===== src/rtl/if_fetch.sv =====
// Instruction fetch stage: sequential fetch with branch redirect, squash of in-flight reads, 1 inst/cycle at single-cycle ack.
// IF/ID outputs register one cycle after ack; stall_i freezes outputs and parks an acked word in a one-entry buffer.
module if_fetch #(
   parameter logic [15:0] RESET_PC = 16'h0000,
   parameter logic [15:0] NOP_INST = 16'h0800
) (
   input  logic        clk,
   input  logic        rst,
   input  logic        stall_i,
   input  logic        branch_flag_i,
   input  logic [15:0] branch_addr_i,
   output logic        imem_req_o,
   output logic [15:0] imem_addr_o,
   input  logic        imem_ack_i,
   input  logic [15:0] imem_data_i,
   output logic [15:0] pc_o,
   output logic [15:0] inst_o,
   output logic        inst_valid_o
);

   typedef enum logic {S_REQ, S_HOLD} state_t;

   state_t      r_state, w_state;
   logic [15:0] r_fetch_pc, w_fetch_pc;
   logic [15:0] r_tgt, w_tgt;
   logic [15:0] r_buf, w_buf;
   logic        r_squash, w_squash;
   logic [15:0] r_pc, w_pc;
   logic [15:0] r_inst, w_inst;
   logic        r_valid, w_valid;
   logic        w_take_br;
   logic [15:0] w_pc_inc;

   assign w_take_br = branch_flag_i & ~stall_i;
   assign w_pc_inc  = r_fetch_pc + 16'd1;

   always_ff @(posedge clk) begin
      if (rst) begin
         r_state    <= S_REQ;
         r_fetch_pc <= RESET_PC;
         r_tgt      <= RESET_PC;
         r_buf      <= '0;
         r_squash   <= 1'b0;
         r_pc       <= RESET_PC;
         r_inst     <= NOP_INST;
         r_valid    <= 1'b0;
      end else begin
         r_state    <= w_state;
         r_fetch_pc <= w_fetch_pc;
         r_tgt      <= w_tgt;
         r_buf      <= w_buf;
         r_squash   <= w_squash;
         r_pc       <= w_pc;
         r_inst     <= w_inst;
         r_valid    <= w_valid;
      end
   end

   always_comb begin
      w_state    = r_state;
      w_fetch_pc = r_fetch_pc;
      w_tgt      = r_tgt;
      w_buf      = r_buf;
      w_squash   = r_squash;
      w_pc       = r_pc;
      w_inst     = r_inst;
      w_valid    = r_valid;
      // An unstalled cycle is a bubble unless a word gets delivered below.
      if (!stall_i) begin
         w_inst  = NOP_INST;
         w_valid = 1'b0;
      end
      case (r_state)
         S_REQ: begin
            if (imem_ack_i) begin
               if (r_squash) begin
                  w_squash   = 1'b0;
                  w_fetch_pc = w_take_br ? branch_addr_i : r_tgt;
               end else if (w_take_br) begin
                  w_fetch_pc = branch_addr_i;
               end else if (stall_i) begin
                  w_buf   = imem_data_i;
                  w_state = S_HOLD;
               end else begin
                  w_inst     = imem_data_i;
                  w_pc       = w_pc_inc;
                  w_valid    = 1'b1;
                  w_fetch_pc = w_pc_inc;
               end
            end else if (w_take_br) begin
               // Address must stay stable until the memory acks, so the target waits in r_tgt.
               w_squash = 1'b1;
               w_tgt    = branch_addr_i;
            end
         end
         S_HOLD: begin
            if (!stall_i) begin
               w_state = S_REQ;
               if (branch_flag_i) begin
                  w_fetch_pc = branch_addr_i;
                  w_buf      = '0;
               end else begin
                  w_inst     = r_buf;
                  w_pc       = w_pc_inc;
                  w_valid    = 1'b1;
                  w_fetch_pc = w_pc_inc;
               end
            end
         end
         default: w_state = S_REQ;
      endcase
   end

   assign imem_req_o   = (r_state == S_REQ) & ~rst;
   assign imem_addr_o  = r_fetch_pc;
   assign pc_o         = r_pc;
   assign inst_o       = r_inst;
   assign inst_valid_o = r_valid;

endmodule


===== config.mk =====
export PLATFORM = sky130hd
export DESIGN_NAME = if_fetch
export DESIGN_NICKNAME = d
export VERILOG_FILES = /design/src/rtl/if_fetch.sv
export SDC_FILE = /design/constraint.sdc
export NUM_CORES = 1
export LEC_CHECK = 0
export ABC_AREA = 1
export BUFFER_PORTS_ARGS = -buffer_cell sky130_fd_sc_hd__buf_2
export CAP_MARGIN = 20
export CORE_UTILIZATION = 45
export CTS_CLUSTER_SIZE = 20
export DETAILED_ROUTE_END_ITERATION = 7
export HOLD_SLACK_MARGIN = 0.08
export PLACE_DENSITY_LB_ADDON = 0.2
export SLEW_MARGIN = 20
export SYNTH_ARGS = -nofsm -noshare
export SYNTH_HDL_FRONTEND = slang
export SYNTH_SLANG_ARGS = --single-unit
export TNS_END_PERCENT = 1

===== constraint.sdc =====
create_clock -name clk -period 2.4 [get_ports clk]
set_clock_uncertainty 0.2 [all_clocks]
set_input_delay 0.24 -clock clk [delete_from_list [all_inputs] [get_ports clk]]
set_output_delay 0.24 -clock clk [all_outputs]
set_load 0.1 [all_outputs]

==> impl_metrics.ini, run 1 <==
[setup_path]
cp-end-kind = flip-flop
arrival_ps = 2270
cp.required_ps = 2480
slowest_delay_ps = 510
crit_type = input pin to flip-flop
worst_path_max_delay_cell = dlygate4sd3_1
cp-start-kind = input pin
crit_chain = dlygate4sd3_1 > buf_2 > inv_4 > nand2_2 > nand2_1 > nand2_1 > nand3_4 > inv_4 > o21ai_0 > a21oi_1
cp_max_fo = 25

[floorplanning]
die-area_mm2 = 0.00977
ios = 87
initial_core_util_pct = 47.5
core_area_mm2 = 0.00889
chipHeight_um = 98.9
die_w_um = 98.9
rows = 34

[finish]
layout-drive-gt1-share_pct = 19.1
diodes = 0
synthToLayoutAreaGrowth_pct = 21.2
fillers = 877
nets = 750
finalNonFillerCells = 825
utilization_pct = 57.6

[global_routing]
globalRouteTotalUtil_pct = 24.8
grt_pass1_vias = 3917
grt_max_degree = 26
grt.overflow.total = 0
antenna_found_initial = 0
grt_pass1_wl_um = 19400

[sta]
fin_crit_ps = 2180
rsz0062_at_grt = no
slew_headroom_pct = 63.4
maxSlewViolCount = 0
maxClockFrequency_ghz = 0.458
setup_violations = 0
holdWs_ps = 85.4
worst_slack_ps = 217
final.period_utilization_pct = 91.0
finalHoldViolations = 0
worst_pin_slew_ps = 549

[placement]
pre_cts_ws_ps = 211
place_inst = 783
place_congestion = 0.874
io_buffers = 86
place_hpwl_um = 8370

[pwr]
p_per_area_mw_per_mm2 = 661
power_mw = 3.38
ir_drop_mv = 0.327
p_leak_nw = 2.46

[clocking]
cts-root-buf = clkbuf_8
cts_made_buffers = 9
clkTransAtPathRegs_ps = 100
clkLatencyLatePin_ps = 360
clockBufferDepth = 2
htreeDepth = 3
cts_tree = yes
clkSinkCount = 83

[routing]
routed_wl_um = 11800
detail_route.wl_per_cell_um = 14.3
viasPerCell = 5.27
vias = 4348
drtAntennaViolNets = 0
drcViolationCount = 0
drt_iter0_markers = 254
dr.pass1.iters = 5

[synthesis]
yosysWarnings = 0
synthCells = 614
synth_top_cell_by_area = dfxtp_1
syn_avg_cell_area_um2 = 6.88
syn_nets = 652
ys_types = 38
yosysTopAreaCellShare_pct = 39.4
yosysSeqAreaShare_pct = 39.4
syn-cell-area_mm2 = 0.00422
synth_seq_cells = 83
synthTopCellsByArea = dfxtp_1 39%, nand2_1 10%, a21oi_1 8.5%

[min_path]
hold_class = input pin to flip-flop

[run_status]
status = finished, final reports clean

[flow_run]
cap_violations = 0
==> final cells by class <==
| cell class | instances | area, um^2 | area share [%] |
|---|---|---|---|
| tap | 108 | 135 | 2.64 |
| timing repair buffer | 121 | 758 | 14.8 |
| clock buffer | 9 | 124 | 2.42 |
| clock inverter | 7 | 58.8 | 1.15 |
| sequential | 83 | 1660 | 32.5 |
| inverter | 82 | 313 | 6.11 |
| multi-input combinational | 415 | 2070 | 40.4 |
==> worst max-delay path, delay by kind of cell <==
| kind | cells | cell delay [ps] |
|---|---|---|
| AOI/OAI and AO/OA | 2 | 300 |
| buffers and inverters | 4 | 1080 |
| and+or+nand+nor | 4 | 630 |
==> path summary, 6_finish.rpt <==
kind,cells past startpoint,startpoint,end,slack [ps]
worst max-delay path,10,stall_i,r_buf[4],220
worst min-delay path,4,imem_ack_i,r_squash,90
worst max register to register,6,r_state,imem_addr_o[11],250
worst min register to register,2,r_tgt[0],r_tgt[0],260
==> cell usage after synthesis (all sizes together) <==
cell / instances
clkinv: 1
xor2: 4
or2: 3
inv: 81
ha: 1
buf: 21
clkbuf: 13
a21boi: 9
o21a: 3
nand3: 42
a21oi: 73
nand4: 7
dfxtp: 83
nor3: 4
o211ai: 5
o21ai: 100
nor4: 2
a31oi: 2
xnor2: 4
o22ai: 2
nand2: 115
nor2: 39
==> per-layer routing <==
metal / vias to the layer above / wire length [um] / GRT usage [%]
met1: 1964 / 5720 / 36.1
met2: 147 / 5290 / 38.0
met3: 15 / 694 / 3.40
li1: 2222 / - / -
met5: - / 0 / 0
met4: 0 / 129 / 7.12
==> through the flow <==
step,area [um^2],TNS [ps]
final,5120,0
after global routing,5120,0
after CTS,5110,0
after detailed placement,4670,0
after global placement,4670,0
after floorplan,4220,-23.9
==> cell families after synthesis <==
kind of cell | Yosys count | synth area share [%]
AND/OR/NAND/NOR | 212 | 22.5
XOR/XNOR | 8 | 1.66
adder cells (fa/ha/maj) | 1 | 0.296
buffers and inverters | 116 | 11.9
flip-flops | 83 | 39.4
AO/OA/AOI/OAI | 194 | 24.3
==> report_power, final <==
part / switching, mW / total (mW) / internal [mW]
logic: 0.669 / 0.888 / 0.220
registers: 0.0674 / 1.53 / 1.46
clock network: 0.570 / 0.965 / 0.395
==> layout by cell type, fill, tap and decap left out, drive strengths merged, types with 2 or more instances in the layout <==
| master | instances |
|---|---|
| nand2 | 115 |
| o21ai | 100 |
| buf | 95 |
| inv | 85 |
| dfxtp | 83 |
| a21oi | 73 |
| nand3 | 42 |
| nor2 | 39 |
| dlygate4sd3 | 26 |
| a21boi | 9 |
| clkbuf | 9 |
| nand4 | 7 |
| o211ai | 5 |
| xor2 | 4 |
| xnor2 | 4 |
| nor3 | 4 |
| o21a | 3 |
| or2 | 3 |
| clkinv | 3 |
| nor4 | 2 |
| o22ai | 2 |
| a31oi | 2 |
==> what timing repair did <==
action | 4_1_cts | 5_1_grt
setup endpoints to repair | 0 | 9
endpoints found under the hold margin | 36 | 0
resized for setup | 0 | 1
hold buffers | 26 | 0
buffers inserted | 0 | 0
Note: power is estimated with default switching activity, not from simulation.
==> run 2: changes to the inputs <==
- CELL_PAD_IN_SITES_DETAIL_PLACEMENT: default -> 0
- CELL_PAD_IN_SITES_GLOBAL_PLACEMENT: default -> 2
- CORE_UTILIZATION: 45 -> 32
- CTS_CLUSTER_SIZE: 20 -> default
==> run 2 against run 1 <==
Effect of this change: combinational power is 1% higher; die area up 40%; non-clock buffer count stayed put; sequential cell count unchanged; via count shrank 1.7%; global-route usage shrank 4.7 points; worst setup slack improved by 150 ps; critical path depth is 5 lower; largest cell class unchanged.
==> impl_metrics.ini, run 2 (synthesis gave the netlist of run 1 again) <==
[setup_path]
cp-end-kind = flip-flop
arrival_ps = 2090
cp_max_fo = 16
path_buf_inv = 3
crit_type = input pin to flip-flop
slowest_delay_ps = 540
worst_path_max_delay_cell = dlygate4sd3_1
cp-start-kind = input pin
crit_chain = dlygate4sd3_1 > buf_2 > inv_1 > nand4_2 > o21ai_0
cp.required_ps = 2460
path_delay_family = buffers and inverters

[sta]
fin_crit_ps = 2030
slew_headroom_pct = 62.6
final.period_utilization_pct = 84.7
rsz0062_at_grt = no
maxSlewViolCount = 0
finalHoldViolations = 0
holdWs_ps = 88.2
worst_pin_slew_ps = 562
setup_violations = 0
maxClockFrequency_ghz = 0.492

[floorplanning]
die_w_um = 117
initial_core_util_pct = 33.2
ios = 87
rows = 41
core_area_mm2 = 0.0127
die-area_mm2 = 0.0137
chipHeight_um = 117

[routing]
vias = 4276
met1_length_um = 5910
drt_iter0_markers = 173
detail_route.wl_per_cell_um = 14.6
viasPerCell = 4.81
dr.pass1.iters = 4
drtAntennaViolNets = 0
drcViolationCount = 0
topRoutingLayerUsed = met4
wl_met2_um = 6310
dr_wl_met3_um = 495
routed_wl_um = 13000

[clocking]
clockBufferDepth = 2
post-cts-setup-buffers = 0
htreeDepth = 3
cts_made_buffers = 9
clkSinkCount = 83
cts_tree = yes
clkTransAtPathRegs_ps = 70
clkLatencyLatePin_ps = 350
cts-root-buf = clkbuf_16

[finish]
synthToLayoutAreaGrowth_pct = 26.1
layout-drive-gt1-share_pct = 19.2
final_common_cell = nand2_1
layout_common_cells = 112 x nand2_1, 86 x buf_2, 83 x dfxtp_1
diodes = 0
nets = 750

[global_routing]
grt_max_degree = 52
grt.overflow.total = 0
antenna_found_initial = 0
grt_pass1_vias = 4022
grt_pass1_wl_um = 20700
globalRouteTotalUtil_pct = 20.1

[flow_run]
cap_violations = 0

[placement]
place_hpwl_um = 9230
io_buffers = 86
place_congestion = 0.796

[pwr]
ir_drop_mv = 0.316
power_mw = 3.85
p_leak_nw = 2.52
p_per_area_mw_per_mm2 = 723

[min_path]
hold_class = input pin to flip-flop

[run_status]
status = finished, final reports clean
==> run 2: cell count changes in the layout (fill, tap and decap cells not counted), moves of 2 or more <==
cell,previous run,this run
inv_8,1,4
clkbuf_8,9,0
clkbuf_16,0,9
inv_6,3,1
==> run 2: per-stage QoR <==
stage | util [%] | TNS [ps] | worst slack (ps) | std cells | instance area, um^2
after floorplan | - | -23.9 | -20.4 | 614 | 4220
after global placement | 37.5 | 0 | 414 | 848 | 4770
after detailed placement | 37.5 | 0 | 366 | 848 | 4770
after CTS | 41.8 | 0 | 305 | 889 | 5320
after global routing | 41.8 | 0 | 128 | 889 | 5320
final | 41.8 | 0 | 367 | 889 | 5320
==> run 2: what timing repair did <==
action                                 in CTS  in global routing
endpoints found under the hold margin      27                  0
resized for setup                           0                  0
hold buffers                               25                  0
==> run 2: final timing paths <==
path | startpoint | slack, ps | cells after the start | endpoint
setup / recovery | rst | 370 | 5 | flip-flop
hold / removal | branch_addr_i[6] | 90 | 5 | r_tgt[6]
setup reg to reg | r_state | 370 | 7 | r_buf[2]
hold reg to reg | r_tgt[1] | 260 | 2 | r_tgt[1]
==> run 2: area by class of cell <==
class	count	area, um^2
Fill cell	1423	7400
Multi-Input combinational cell	415	2060
Sequential cell	83	1660
Timing Repair Buffer	121	768
Inverter	82	313
Clock buffer	9	225
Tap cell	172	215
Clock inverter	7	78.8
==> run 2: worst register-to-register path, cell delays in order (launching register included) <==
cell,delay [ps]
dfxtp_1,510
buf_4,360
inv_1,120
nand2_1,130
nand3_4,150
inv_4,240
o21ai_0,120
a21oi_1,130
==> run 2: report_power, final <==
part | total [mW] | switching, mW | internal (mW)
combinational | 0.898 | 0.675 | 0.222
sequential | 1.53 | 0.0647 | 1.46
clock | 1.42 | 0.677 | 0.746
==> run 2: routing by layer <==
metal | global-route usage (%) | up-vias
li1 | - | 2229
met1 | 24.9 | 1948
met2 | 35.3 | 84
met3 | 2.99 | 15
met4 | 7.76 | 0
met5 | 0 | -
==> run 3: changes to the inputs <==
- CORE_UTILIZATION: 32 -> 30
- clock period: 2.4 -> 2 ns (I/O delays scaled with it)
==> run 3 against run 2 <==
Effect of this change: critical path depth rose by 5; clock power is 28% higher; via count is 2.4% higher; register-to-register slack worse by 250 ps; hold slack better by 31 ps; utilization is 1.5 points lower; sequential cell count did not move; highest routed layer unchanged.
==> impl_metrics.ini, run 3 (synthesis gave the netlist of run 1 again) <==
[sta]
maxClockFrequency_ghz = 0.522
finalSetupTns_ps = 0
slew_headroom_pct = 65.0
worst_pin_slew_ps = 524
rsz0062_at_grt = yes
fin_crit_ps = 1910
final.period_utilization_pct = 95.7
finalHoldViolations = 0
setup_violations = 0
maxSlewViolCount = 0

[finish]
layout-drive-gt1-share_pct = 20.9
diodes = 0
nets = 762
utilization_pct = 40.3
synthToLayoutAreaGrowth_pct = 29.0
final_common_cell = nand2_1
finalNonFillerCells = 905
layout_common_cells = 112 x nand2_1, 86 x buf_2, 80 x dfxtp_1

[clocking]
clockBufferDepth = 2
clkSinkCount = 83
clkTransAtPathRegs_ps = 70
cts_tree = yes
htreeDepth = 3
clkLatencyLatePin_ps = 350
cts_made_buffers = 9
cts-root-buf = clkbuf_16

[pwr]
p_leak_nw = 2.59
power_mw = 4.77
ir_drop_mv = 0.463
p_per_area_mw_per_mm2 = 875

[global_routing]
grt.overflow.total = 0
grt_max_degree = 44
globalRouteTotalUtil_pct = 19.5
antenna_found_initial = 0
grt_pass1_wl_um = 21600
grt_pass1_vias = 4115

[routing]
routed_wl_um = 13600
viasPerCell = 4.84
dr.pass1.iters = 4
drt_iter0_markers = 220
detail_route.wl_per_cell_um = 15.0
drtAntennaViolNets = 0
drcViolationCount = 0
vias = 4377

[run_status]
status = finished, final reports clean

[placement]
place_inst = 863
place_hpwl_um = 9980
io_buffers = 86
place_congestion = 0.806

[setup_path]
cp.required_ps = 2040
crit_type = input pin to flip-flop
cp-end-kind = flip-flop
cp_max_fo = 13
arrival_ps = 1950
cp-start-kind = input pin

[flow_run]
cap_violations = 0

[floorplanning]
ios = 87
chipHeight_um = 121
die-area_mm2 = 0.0146
die_w_um = 121
initial_core_util_pct = 31.3
core_area_mm2 = 0.0135
rows = 42

[min_path]
hold_class = input pin to flip-flop
run 3: through the flow:
step | setup WS, ps | hold slack, ps | area, um^2
floorplan | -284 | 158 | 4230
global placement | 111 | 254 | 4860
detailed placement | 112 | 260 | 4860
CTS | 27.9 | 111 | 5440
global route | -21.9 | 145 | 5450
finish | 85.3 | 119 | 5450
run 3: worst max-delay path: stages:
cell           delay, ps
dlygate4sd3_1        520
buf_2                190
inv_4                110
nand2_2               60
nand2_1              130
inv_2                130
buf_12               170
or2_2                290
nand3_1               70
a21oi_1               80
run 3: worst paths after layout:
| kind | startpoint | to | slack, ps | cells after the start |
|---|---|---|---|---|
| setup / recovery | stall_i | imem_addr_o[8] | 90 | 10 |
| hold reg to reg | r_tgt[0] | r_tgt[0] | 270 | 2 |
| hold / removal | imem_ack_i | r_state | 120 | 3 |
| setup reg to reg | imem_addr_o[0] | imem_addr_o[6] | 120 | 8 |
run 3: timing repair:
item / in CTS / in global routing
hold buffers: 26 / 0
endpoints found under the setup margin: 0 / 17
hold endpoints to repair: 47 / 0
setup buffers: 0 / 0
resized for setup: 0 / 4
run 3: metal layers:
| layer | GRT usage, % | up-vias | routed length [um] |
|---|---|---|---|
| met1 | 24.4 | 2007 | 6170 |
| met3 | 6.27 | 13 | 720 |
| met4 | 5.17 | 0 | 175 |
| met2 | 32.2 | 98 | 6480 |
| met5 | 0 | - | 0 |
| li1 | - | 2259 | - |
run 3: final cells by class:
type | instances | area [um^2]
Sequential cell | 83 | 1670
Clock buffer | 10 | 229
Fill cell | 1458 | 8060
Multi-Input combinational cell | 415 | 2060
Clock inverter | 6 | 90.1
Timing Repair Buffer | 133 | 861
Tap cell | 176 | 220
Inverter | 82 | 318
run 3: report_power, final:
part	switching (mW)	total, mW	internal (mW)	leakage (nW)
sequential	0.0773	1.84	1.76	0.681
combinational	0.824	1.11	0.285	1.75
clock	0.727	1.82	1.10	0.153
total	1.63	4.77	3.14	2.59
